File: src/rtl/red_barrett_pipe.sv
// Three-stage pipelined Barrett reduction of a 2*QW-bit product modulo an odd prime Q.
// Valid/ready handshaking at both ends; bubbles collapse; the tag travels with each operand.
module red_barrett_pipe #(
  parameter int unsigned Q     = 3329,
  parameter int unsigned QW    = 12,
  parameter int unsigned TAG_W = 4
) (
  input  logic              clk_i,
  input  logic              rst_i,
  input  logic [2*QW-1:0]   product_i,
  input  logic [TAG_W-1:0]  tag_i,
  input  logic              valid_i,
  output logic              ready_o,
  output logic [QW-1:0]     result_o,
  output logic [TAG_W-1:0]  tag_o,
  output logic              valid_o,
  input  logic              ready_i,
  output logic              busy_o
);

  localparam int unsigned K  = 2 * QW;
  localparam int unsigned TW = 3 * QW + 1;
  localparam logic [K:0]  POW    = (K+1)'(1) << K;
  localparam logic [K:0]  M_FULL = POW / (K+1)'(Q);
  localparam logic [QW:0] M      = M_FULL[QW:0];
  localparam logic [QW:0] QC     = (QW+1)'(Q);

  logic              v1, v2, v3;
  logic              space1, space2, space3;
  logic [2*QW-1:0]   x1;
  logic [TW-1:0]     t1;
  logic [TAG_W-1:0]  tag1, tag2, tag3;
  logic [QW:0]       r2;
  logic [QW-1:0]     res3;
  logic [TW-1:0]     t_next;
  logic [QW:0]       q_est;
  logic [QW:0]       r_next;
  logic [QW:0]       r_corr;
  logic              unused_bits;

  // A stage can take new data when it is empty or its contents move on this cycle.
  assign space3 = !v3 || ready_i;
  assign space2 = !v2 || space3;
  assign space1 = !v1 || space2;

  assign ready_o  = space1;
  assign valid_o  = v3;
  assign result_o = res3;
  assign tag_o    = tag3;
  assign busy_o   = v1 || v2 || v3;

  assign t_next = TW'(product_i) * TW'(M);
  assign q_est  = t1[TW-1:K];
  // The true remainder is below 2Q < 2^(QW+1), so computing modulo 2^(QW+1) is exact.
  assign r_next = x1[QW:0] - q_est * QC;
  assign r_corr = (r2 >= QC) ? r2 - QC : r2;

  assign unused_bits = ^{t1[K-1:0], x1[2*QW-1:QW+1], r_corr[QW]};

  // NOTE: sequential state uses non-blocking assignments so every stage samples pre-edge values.
  always_ff @(posedge clk_i or posedge rst_i) begin
    if (rst_i) begin
      v1 <= 1'b0;
      v2 <= 1'b0;
      v3 <= 1'b0;
    end else begin
      if (space1) v1 <= valid_i;
      if (space2) v2 <= v1;
      if (space3) v3 <= v2;
    end
  end

  // NOTE: S1/S2 datapath registers carry no reset; their valid bits already mask stale contents.
  always_ff @(posedge clk_i) begin
    if (valid_i && space1) begin
      x1   <= product_i;
      t1   <= t_next;
      tag1 <= tag_i;
    end
    if (v1 && space2) begin
      r2   <= r_next;
      tag2 <= tag1;
    end
  end

  // The output stage is reset so result_o and tag_o read zero while in reset.
  always_ff @(posedge clk_i or posedge rst_i) begin
    if (rst_i) begin
      res3 <= '0;
      tag3 <= '0;
    end else if (v2 && space3) begin
      res3 <= r_corr[QW-1:0];
      tag3 <= tag2;
    end
  end

endmodule

File: config.mk
export PLATFORM = sky130hd
export DESIGN_NAME = red_barrett_pipe
export DESIGN_NICKNAME = d
export VERILOG_FILES = /design/src/rtl/red_barrett_pipe.sv
export SDC_FILE = /design/constraint.sdc
export NUM_CORES = 1
export LEC_CHECK = 0
export ABC_AREA = 1
export CAP_MARGIN = 20
export CORE_ASPECT_RATIO = 0.7
export CORE_MARGIN = 2
export CORE_UTILIZATION = 29
export DETAILED_ROUTE_END_ITERATION = 10
export SYNTH_ARGS = -nofsm -noshare
export SYNTH_HDL_FRONTEND = slang
export SYNTH_SLANG_ARGS = --single-unit
File: constraint.sdc
create_clock -name clk_i -period 9.6 [get_ports clk_i]
set_clock_uncertainty 0.15 [all_clocks]
set_input_delay 1.92 -clock clk_i [delete_from_list [all_inputs] [get_ports clk_i]]
set_output_delay 1.92 -clock clk_i [all_outputs]
set_load 0.01 [all_outputs]
==> flow_metrics.tcl <==
set metrics [dict create \
    cpPeakStageDelay_ns 0.75 \
    first_pass_iters 5 \
    row_count 55 \
    hpwl_mm 19.4 \
    die_h_um 157 \
    status "completed" \
    grt_overflow 0 \
    synth_warnings 0 \
    finalMaxSlewViolations 0 \
    antenna_left 0 \
    tns_ns 0 \
    cp.required_ns 9.54 \
    grt_setup_unrepaired "false" \
    place_congestion 0.970 \
    core_area_um2 32600 \
    cts.path.max_buffers 2 \
    drive_above_1_share 0.0218 \
    critPathKind "in2reg" \
    cts.sinks 66 \
    worst_pin_slew_ns 0.746 \
    cts_buffers 9 \
    r2r_setup_slack_ns 5.65 \
    synth_largest_area_cell "fa_1" \
    viasPerCell 4.45 \
    ys_seq_elements 66 \
    port-buffer-count 50 \
    gr-usage-all-layers 0.138 \
    cts_hold_buf 0 \
    grt_pass1_vias 7352 \
    fin_crit_sh 0.720 \
    antenna_found_initial 0 \
    cp_max_fo 6 \
    die_area_um2 34900 \
    grt_max_degree 31 \
    worstPathCellList "clkdlybuf4s50_1, fa_1, fa_1, fa_1, fa_1, inv_1, fa_1, inv_1, ha_1, nand2_1, nand2_1, a31oi_1, o21ai_0, a21oi_1, nand2_1, nand2_1, nand2_1" \
    final_common_cell "inv_1" \
    drt_iter0_markers 394 \
    synth_top_area_frac 0.275 \
    start_util 0.297 \
    synth_edf_count 47 \
    fp.dieW_um 222 \
    vias 7000 \
    clk_latency_ns 0.34 \
    worstSetupEndpointType "register" \
    critical_path_arrival_ns 6.86 \
    cap_violations 0 \
    syn_inst 1083 \
    fin_crit_ns 6.92 \
    hp-class "reg2reg" \
    cts_repair_resize_count 0 \
    drt-total-wl_mm 22.3 \
    synthArstFlopShare 0.288 \
    cts-htree-levels 3 \
    cts_tree "yes" \
    ys_seq_area_frac 0.195 \
    cp_slowest_cell "clkdlybuf4s50_1" \
    ys.flop_type "edfxtp_1" \
    final_cell_mix "inv_1 (248), nand2_1 (216), ha_1 (158), fa_1 (133), nor2_1 (69)" \
    drc_errors 0 \
    area_growth_pct 13.9 \
    yosys.cell_types.count 34 \
    syn-num-nets 1406 \
    finalSetupViolCount 0 \
    final_hold_viol_count 0 \
    nFillCells 3422 \
    synth_area_um2 9690 \
    io_pins 51 \
    max_slew_margin 0.502 \
    diodes 0 \
    yosys-top-cells-area "fa_1 (27%), ha_1 (20%), edfxtp_1 (15%), inv_1 (9.6%), nand2_1 (8.4%)" \
    path_buf_inv 3 \
    path_clk_slew_ns 0.06 \
    root_buffer "clkbuf_16" \
    wl_per_cell_um 14.2 \
    start_kind "primary input" \
    cts_setup_buffers 0 \
    crit_family "adder cells" \
    fin_nets 1464 \
    grt_pass1_wl_mm 37.9 \
    syn_avg_cell_area_um2 8.95 \
    fmax_ghz 0.145 \
]
-- metal layers --
metal	track usage	vias to the layer above	share of wire
met4	0.0208	0	0.0081
met3	0.0289	16	0.043
met1	0.207	3348	0.54
li1	-	3512	-
met5	0	-	0
met2	0.207	124	0.41
-- per-stage QoR --
| stage | utilization | hold slack, ns | setup slack [ns] | cells | area (um2) |
|---|---|---|---|---|---|
| 3_5_place_dp | 0.328 | 0.256 | 2.36 | 1557 | 10700 |
| 4_1_cts | 0.338 | 0.272 | 2.73 | 1573 | 11000 |
| 6_report | 0.338 | 0.267 | 2.68 | 1573 | 11000 |
| 2_1_floorplan | - | 0.250 | 3.60 | 1083 | 9690 |
| 5_1_grt | 0.338 | 0.277 | 2.45 | 1573 | 11000 |
| 3_3_place_gp | 0.328 | 0.253 | 2.41 | 1557 | 10700 |
-- Yosys cell counts (3+ instances only) --
master and number:
fa_1 133, edfxtp_1 47, nor4_1 4, dfrtp_1 19, ha_1 158, a21o_1 7
inv_1 248, nand4_1 4, a21oi_1 44, nand3b_1 4, nand2_1 216, o21ai_0 29
xnor2_1 7, nor2_1 69, nor3_1 6, nand3_1 44, xor2_1 19, o21bai_1 3
-- sequential cells by signal (all words and copies together), names as in the netlist --
signal	flops
v1	1
x1	13
r2	13
tag_o	4
tag2	4
tag1	4
t1	13
result_o	12
v2	1
valid_o	1
-- area by class of cell --
type | count | area (um2) | share of cell area
clock inverters | 4 | 51.3 | 0.00465
inverters | 248 | 931 | 0.0843
repair buffers | 51 | 508 | 0.0460
well taps | 427 | 534 | 0.0484
flip-flops and latches | 66 | 1890 | 0.171
clock buffers | 12 | 289 | 0.0262
multi-input cells | 765 | 6840 | 0.620
-- final timing paths --
path | startpoint | to | depth (start not counted)
max reg2reg | x1[3] | r2[9] | 12
max in group asynchronous | rst_i | tag_o[2] | 2
max | product_i[19] | t1[32] | 17
min | tag1[3] | tag2[3] | 0
min in group asynchronous | rst_i | result_o[3] | 2
min reg2reg | tag1[3] | tag2[3] | 0
-- logic make-up (layout without fill, tap and decap cells) --
logic type / after synthesis / after routing / share of synthesized area
fa+ha+maj: 291 / 291 / 0.479
xor+xnor: 26 / 26 / 0.0235
compound gates: 95 / 95 / 0.0545
buf+inv: 252 / 315 / 0.0993
flops: 66 / 66 / 0.195
simple gates: 353 / 353 / 0.149
Power is left out: the tool's default activity adds up to more than one toggle a clock period on the data nets, which glitch-free logic cannot reach.
